[config.mk]
export PLATFORM = sky130hd
export DESIGN_NAME = relay_decode
export DESIGN_NICKNAME = d
export VERILOG_FILES = /design/src/rtl/relay_decode.sv
export SDC_FILE = /design/constraint.sdc
export NUM_CORES = 1
export LEC_CHECK = 0
export ABC_AREA = 1
export CORE_MARGIN = 1
export CORE_UTILIZATION = 40
export CTS_CLUSTER_SIZE = 12
export DETAILED_ROUTE_END_ITERATION = 8
export PLACE_DENSITY_LB_ADDON = 0.2
export REMOVE_ABC_BUFFERS = 1
export SLEW_MARGIN = 10
export SYNTH_ARGS = -nofsm -noshare
export SYNTH_HDL_FRONTEND = slang
export SYNTH_SLANG_ARGS = --single-unit
[constraint.sdc]
create_clock -name clk -period 1.7 [get_ports clk]
set_clock_uncertainty 0.2 [all_clocks]
set_input_delay 0.255 -clock clk [delete_from_list [all_inputs] [get_ports clk]]
set_output_delay 0.255 -clock clk [all_outputs]
set_load 0.05 [all_outputs]
[src/rtl/relay_decode.sv]
// relay_decode -- receive end of the relay link.
//
// Recovers relay pulses from the serial relay line. Each event is one high
// pulse of nominally 64 clk cycles. The pulse width is measured on the
// synchronized line. A pulse whose width is inside [MIN_WIDTH, MAX_WIDTH]
// is accepted: it gives a one-cycle pulse_valid strobe and a data_out
// envelope of HOLD_BITS*BIT_PERIOD cycles. Any other pulse gives one error
// strobe.
//
// Ports:
//   clk          system clock
//   reset        asynchronous, active-high reset
//   data_in      raw relay line, asynchronous to clk
//   data_out     regenerated envelope, high HOLD_BITS*BIT_PERIOD cycles per
//                accepted pulse (retriggered by back-to-back acceptances)
//   pulse_valid  one-cycle strobe per accepted pulse
//   error        one-cycle strobe per rejected pulse (too short or too long)
//   pulse_count  [15:0] saturating count of accepted pulses
//                (only present when RELAY_DECODE_COUNT_EN is defined)
//
// Optional feature macro: RELAY_DECODE_COUNT_EN
module relay_decode #(
  parameter int MIN_WIDTH  = 48,
  parameter int MAX_WIDTH  = 80,
  parameter int BIT_PERIOD = 16,
  parameter int HOLD_BITS  = 2
) (
  input  logic        clk,
  input  logic        reset,
  input  logic        data_in,
  output logic        data_out,
  output logic        pulse_valid,
  output logic        error
`ifdef RELAY_DECODE_COUNT_EN
  ,
  output logic [15:0] pulse_count
`endif
);

  localparam logic [7:0] MIN_W     = 8'(MIN_WIDTH);
  localparam logic [7:0] MAX_W     = 8'(MAX_WIDTH);
  localparam logic [7:0] SAT_W     = 8'(MAX_WIDTH + 1);
  localparam logic [7:0] HOLD_LOAD = 8'(HOLD_BITS * BIT_PERIOD);

  typedef enum logic [1:0] {
    IDLE     = 2'd0,
    MEASURE  = 2'd1,
    WAIT_LOW = 2'd2
  } state_t;

  // Input conditioning
  logic       sync1_q;
  logic       sync2_q;
  logic       edge_q;
  logic [1:0] fill_q;
  logic       armed_q;
  logic       armed_d;
  logic       rise;

  // FSM and datapath
  state_t     state_q;
  state_t     state_d;
  logic [7:0] width_q;
  logic [7:0] width_d;
  logic [7:0] hold_q;
  logic [7:0] hold_d;
  logic       accept;
  logic       reject;
  logic       pulse_valid_q;
  logic       error_q;
  logic       data_out_q;

  always_ff @(posedge clk or posedge reset) begin
    if (reset) begin
      sync1_q <= 1'b0;
      sync2_q <= 1'b0;
      edge_q  <= 1'b0;
      fill_q  <= 2'b00;
      armed_q <= 1'b0;
    end else begin
      sync1_q <= data_in;
      sync2_q <= sync1_q;
      edge_q  <= sync2_q;
      fill_q  <= {fill_q[0], 1'b1};
      armed_q <= armed_d;
    end
  end

  // The synchronizer reads 0 out of reset. That value is a reset artefact,
  // not a real sample of the line. fill_q[1] marks that sync2_q holds a real
  // sample. Rises are honoured only after a real low has been seen. As a
  // result, a line that is still high when reset is released is not treated
  // as a new pulse.
  always_comb begin
    armed_d = armed_q | (fill_q[1] & ~sync2_q);
  end

  assign rise = sync2_q & ~edge_q & armed_q;

  // FSM: state register
  always_ff @(posedge clk or posedge reset) begin
    if (reset) begin
      state_q <= IDLE;
    end else begin
      state_q <= state_d;
    end
  end

  // FSM: next-state logic
  always_comb begin
    state_d = state_q;
    case (state_q)
      IDLE: begin
        if (rise) begin
          state_d = MEASURE;
        end
      end
      MEASURE: begin
        if (!sync2_q) begin
          state_d = IDLE;
        end else if (width_q >= MAX_W) begin
          state_d = WAIT_LOW;
        end
      end
      WAIT_LOW: begin
        if (!sync2_q) begin
          state_d = IDLE;
        end
      end
      default: state_d = IDLE;
    endcase
  end

  // FSM: outputs (accept/reject strobes and the width counter update)
  always_comb begin
    accept  = 1'b0;
    reject  = 1'b0;
    width_d = width_q;
    case (state_q)
      IDLE: begin
        if (rise) begin
          width_d = 8'd1;
        end
      end
      MEASURE: begin
        if (!sync2_q) begin
          if ((width_q >= MIN_W) && (width_q <= MAX_W)) begin
            accept = 1'b1;
          end else begin
            reject = 1'b1;
          end
        end else if (width_q >= MAX_W) begin
          // The next high cycle would exceed MAX_WIDTH. Reject now. The
          // remainder of the pulse is then ignored in WAIT_LOW, so the pulse
          // gives exactly one error strobe.
          reject  = 1'b1;
          width_d = SAT_W;
        end else begin
          width_d = width_q + 8'd1;
        end
      end
      default: begin
        width_d = width_q;
      end
    endcase
  end

  // Hold counter: independent of the FSM. An acceptance reloads the full
  // count, so back-to-back pulses give one continuous envelope.
  always_comb begin
    if (accept) begin
      hold_d = HOLD_LOAD;
    end else if (hold_q != 8'd0) begin
      hold_d = hold_q - 8'd1;
    end else begin
      hold_d = 8'd0;
    end
  end

  always_ff @(posedge clk or posedge reset) begin
    if (reset) begin
      width_q       <= 8'd0;
      hold_q        <= 8'd0;
      pulse_valid_q <= 1'b0;
      error_q       <= 1'b0;
      data_out_q    <= 1'b0;
    end else begin
      width_q       <= width_d;
      hold_q        <= hold_d;
      pulse_valid_q <= accept;
      error_q       <= reject;
      data_out_q    <= (hold_d != 8'd0);
    end
  end

  assign pulse_valid = pulse_valid_q;
  assign error       = error_q;
  assign data_out    = data_out_q;

`ifdef RELAY_DECODE_COUNT_EN
  logic [15:0] count_q;

  always_ff @(posedge clk or posedge reset) begin
    if (reset) begin
      count_q <= 16'd0;
    end else if (accept && (count_q != 16'hFFFF)) begin
      count_q <= count_q + 16'd1;
    end
  end

  assign pulse_count = count_q;
`endif

endmodule

* Word-level counts from Yosys, hierarchy flattened
Index checks and enable logic that the tools add are counted.
** Word-level totals
- Register bits after elaboration :: 27
- Input port bits :: 3
- Output and inout port bits :: 3
** Operators by class
- $add $sub $neg :: 2
- Order comparisons :: 3
- Eq/ne operators :: 6
- Mux-type cells :: 18
- Bitwise operators :: 6
- Reductions and logical operators :: 7
** Operators with widths (count)
- two-way mux 8 bit :: 5
- case mux 8 bit (2 select lines) :: 1
- nonzero test 8 bit :: 2
- adder 8 x 1 -> 8 bit (second input constant) :: 1
- >= comparator 8 x 6 -> 1 bit (second input constant) :: 1
- >= comparator 8 x 7 -> 1 bit (second input constant) :: 1
- less-or-equal comparator 8 x 7 -> 1 bit (second input constant) :: 1
- two-way mux 2 bit :: 4
- subtractor 8 x 1 -> 8 bit (second input constant) :: 1
- two-way mux 1 bit :: 7
- inequality test 2 bit (second input constant) :: 3
- case mux 2 bit (3 select lines) :: 1
- AND reduction 3 bit :: 2
- AND 1 bit :: 3
- inequality test 3 bit (second input constant) :: 1
- equality test 2 x 1 -> 1 bit (second input constant) :: 1
- equality test 2 bit (second input constant) :: 1
- zero test 2 bit :: 1
- NOT 1 bit :: 2
- nonzero test 2 bit :: 1
- logical AND 1 bit :: 1
- OR 1 bit :: 1

* Logic depth before layout (Yosys ltp)
- Depth after elaboration :: 7
- Mapped depth :: 11

* Worst setup path after synthesis
Ideal clock, no wire load.
- Path kind :: register to register
- Start :: reg hold_q[0]
- End :: reg data_out_q (netlist: data_out)
- Arrival :: 1.296 ns
- Required time :: 1.381 ns
- Path slack :: 0.086 ns
- Stages on the path, launching flop included :: 12
- Buffers on the path :: 0
- Period minus slack after synthesis :: 1.614 ns
- Cells stage by stage :: dfrtp_1 inv_1 ha_1 nand2_1 nor2_1 nand3_2 inv_1 nor2_1 nand2_1 nand2_1 nor2_1 nand2_1
** On the way
- Cells in the longest elaborated chain, start to end :: 4
- Elaborated cells on any way between the ends :: 5
** Ends and longest elaborated chain
- start: declaration :: RTL line 65 : logic [7:0] hold_q;
- start signal: assignment :: RTL line 189 : hold_q <= hold_d;
- subtractor 8 x 1 -> 8 bit / nonzero test 8 bit (equally long branches) :: RTL line 174, 173
- two-way mux 8 bit * :: RTL line 173 : end else if (hold_q != 8'd0) begin
- two-way mux 8 bit * :: RTL line 171 : if (accept) begin
- nonzero test 8 bit * :: RTL line 192 : data_out_q <= (hold_d != 8'd0);
- end signal: assignment :: RTL line 192
- end: declaration :: RTL line 71 : logic data_out_q;
Every way passes the cells marked *; elsewhere a longest branch is shown, timed or not.
A chain may end at the register's enable or synchronous reset.

* Worst setup path after layout
Same ends and word-level chain as after synthesis.

==> out/qor.csv <==
metric,value,unit
status,"finished, final reports clean",
die_w,60.9,um
rrSetupSlack,30,ps
yosysWarnings,0,
dp_hpwl,1.81,mm
fin_hold_ws,65.5,ps
ys_types,29,
reg2regPathDepth,11,
rsz0062_at_grt,true,
place.gp.congestion,0.871,
regToRegStartpoint,hold_q[0]$_DFF_PP0_,
h-tree-depth,1,
worstHoldPathType,in2async,
ant_nets,0,
path_clk_slew,140,ps
fmax,600,MHz
dieArea,3710,um2
final.min_clock_period,1670,ps
cp_top_family,simple AND/OR/NAND/NOR gates,
drtIter0Drc,91,
reg2reg_to,data_out$_DFF_PP0_,
grt_pass1_wl,3.96,mm
cts_hold_buf,0,
startpoint_type,flop,
top_layer,met4,
crit_required,1740,ps
areaGrowthSynthToFinish,19.5,%
syn_avg_cell_area,8.06,um2
rows,21,
netlist_instances,172,
port_buffers,5,
wl_met1,1.21,mm
clockBufferDepth,2,
hold_viol,0,
drive_gt1_frac,0.245,
via_count,1133,
crit_arrival,1700,ps
slowest_stage,dfrtp_1,
ys_seq_area_frac,0.487,
clockRootBuffer,clkbuf_4,
yosys.area.top_type,dfrtp_1,
setup_viol,0,
met2_length,1.31,mm
die_y,60.9,um
synth_top_area_share,0.487,
clock_sinks,27,
path_max_fanout,5,
slew_violations,0,
drtPass1Iterations,5,
overflow,0,
syn-cell-area,1390,um2
wl_per_cell,11.6,um
start_util,0.415,
max_cap_violations,0,
min_period_over_period,0.980,
nets,200,
antenna_found_initial,0,
drc,0,
cts-buffers-inserted,3,
crit_chain,inv_2 > ha_4 > nand2_2 > nor2_4 > nand3_4 > inv_2 > nor2_1 > nand2_1 > nand2_1 > nor2_1 > nand2_1,
crit_path_end_kind,flop,
crit_buf_inv,2,
viasPerCell,4.76,
grt_pass1_vias,928,
cp_common_cell,nand2_1,
wl_met3,141,um
drt_wl_total,2.75,mm
synth_area_leaders,"dfrtp_1 (49%), nand2_1 (11%), inv_1 (8.4%)",
grt_max_degree,28,
synth-seq-cells,27,
n_fill_cell,310,
crit_cells,11,
cts_tree,built,
design.core.area,3340,um2
clock_latency,330,ps
track_usage,0.151,
num_antenna_cells,0,
endpoint,data_out$_DFF_PP0_,
max_stage_delay,420,ps
setup.worst_path.class,reg2reg,
crit_start,hold_q[0]$_DFF_PP0_,
ios,6,
worst min path at each step:
stage                        endpoint  slack [ps]  cells past startpoint
2_1_floorplan       sync1_q$_DFF_PP0_          90                      0
3_3_place_gp      fill_q[1]$_DFF_PP0_         140                      0
3_5_place_dp        sync2_q$_DFF_PP0_         150                      0
4_1_cts        state_q[0]$_DFFE_PP0P_          60                      3
5_1_grt        state_q[0]$_DFFE_PP0P_          70                      3
6_report       state_q[0]$_DFFE_PP0P_          70                      3
sequential cells by signal, summed over array words and instances (netlist names):
name	flops
hold_q	8
width_q	8
fill_q	2
state_q	2
armed_q	1
data_out	1
edge_q	1
error	1
pulse_valid	1
sync1_q	1
sync2_q	1
cell type report:
cell class	count	area (um2)	share of cell area
Inverter	35	131	0.0793
Clock inverter	1	7.51	0.00453
Tap cell	46	57.6	0.0347
Sequential cell	27	676	0.408
Multi-Input combinational cell	110	637	0.384
Clock buffer	3	22.5	0.0136
Timing Repair Buffer	16	125	0.0755
routing by layer:
metal	GRT usage	vias to the layer above
li1	-	572
met1	0.189	518
met2	0.226	29
met3	0.0512	14
met4	0.0877	0
met5	0	-
worst register-to-register path, stage by stage, from the launching register on:
cell,delay (ps)
dfrtp_1,420
inv_2,90
ha_4,130
nand2_2,60
nor2_4,140
nand3_4,110
inv_2,120
nor2_1,60
nand2_1,70
nand2_1,50
nor2_1,80
nand2_1,60
cell usage after synthesis, drive strengths merged:
master	n
o22ai	1
inv	35
nor2	25
xnor2	1
o21ai	8
a21o	1
ha	4
a221oi	1
a21oi	3
nor3	3
conb	1
o21bai	1
nand4	2
nand3	13
o31ai	1
nand2	42
a22oi	1
o311ai	1
xor2	1
dfrtp	27
metrics by stage:
stage	setup TNS [ps]	util	cells	area, um2	setup WS, ps
final	0	0.496	238	1660	34.1
after detailed placement	-16.7	0.454	227	1520	-16.7
after CTS	0	0.466	232	1560	3.33
after global routing	-140	0.496	238	1660	-118
after floorplan	0	-	172	1390	85.6
after global placement	0	0.454	227	1520	27.0
repair_timing:
item / in CTS / in global routing
setup buffers: 1 / 6
pin swaps: 0 / 9
resized for setup: 2 / 18
endpoints found under the setup margin: 1 / 4
endpoints found under the hold margin: 0 / 0
cell families (layout without fill, tap and decap cells):
| kind of cell | count (synthesis) | in the layout | share of synthesized area |
|---|---|---|---|
| AND/OR/NAND/NOR | 85 | 85 | 0.282 |
| buffers and inverters | 35 | 55 | 0.0948 |
| flip-flops | 27 | 27 | 0.487 |
| AO/OA/AOI/OAI | 18 | 18 | 0.0839 |
| adder cells (fa/ha/maj) | 4 | 4 | 0.0361 |
| XOR/XNOR | 2 | 2 | 0.0126 |
| other | 1 | 1 | 0.00270 |
placed cells by master, fill, tap and decap left out, types with 2 or more instances in the layout:
| cell type | instances |
|---|---|
| nor3_1 | 3 |
| ha_4 | 2 |
| clkbuf_4 | 3 |
| nor2_4 | 3 |
| a21oi_1 | 2 |
| dfrtp_1 | 27 |
| buf_4 | 14 |
| nand2_2 | 6 |
| ha_1 | 2 |
| nor2_2 | 4 |
| clkdlybuf4s50_1 | 2 |
| o21ai_0 | 7 |
| nand4_1 | 2 |
| nand2_1 | 35 |
| nand3_4 | 2 |
| inv_2 | 9 |
| inv_1 | 26 |
| nor2_1 | 18 |
| nand3_1 | 11 |
Power is left out: the tool's default activity adds up to more than one toggle a clock period on the data nets, which glitch-free logic cannot reach.
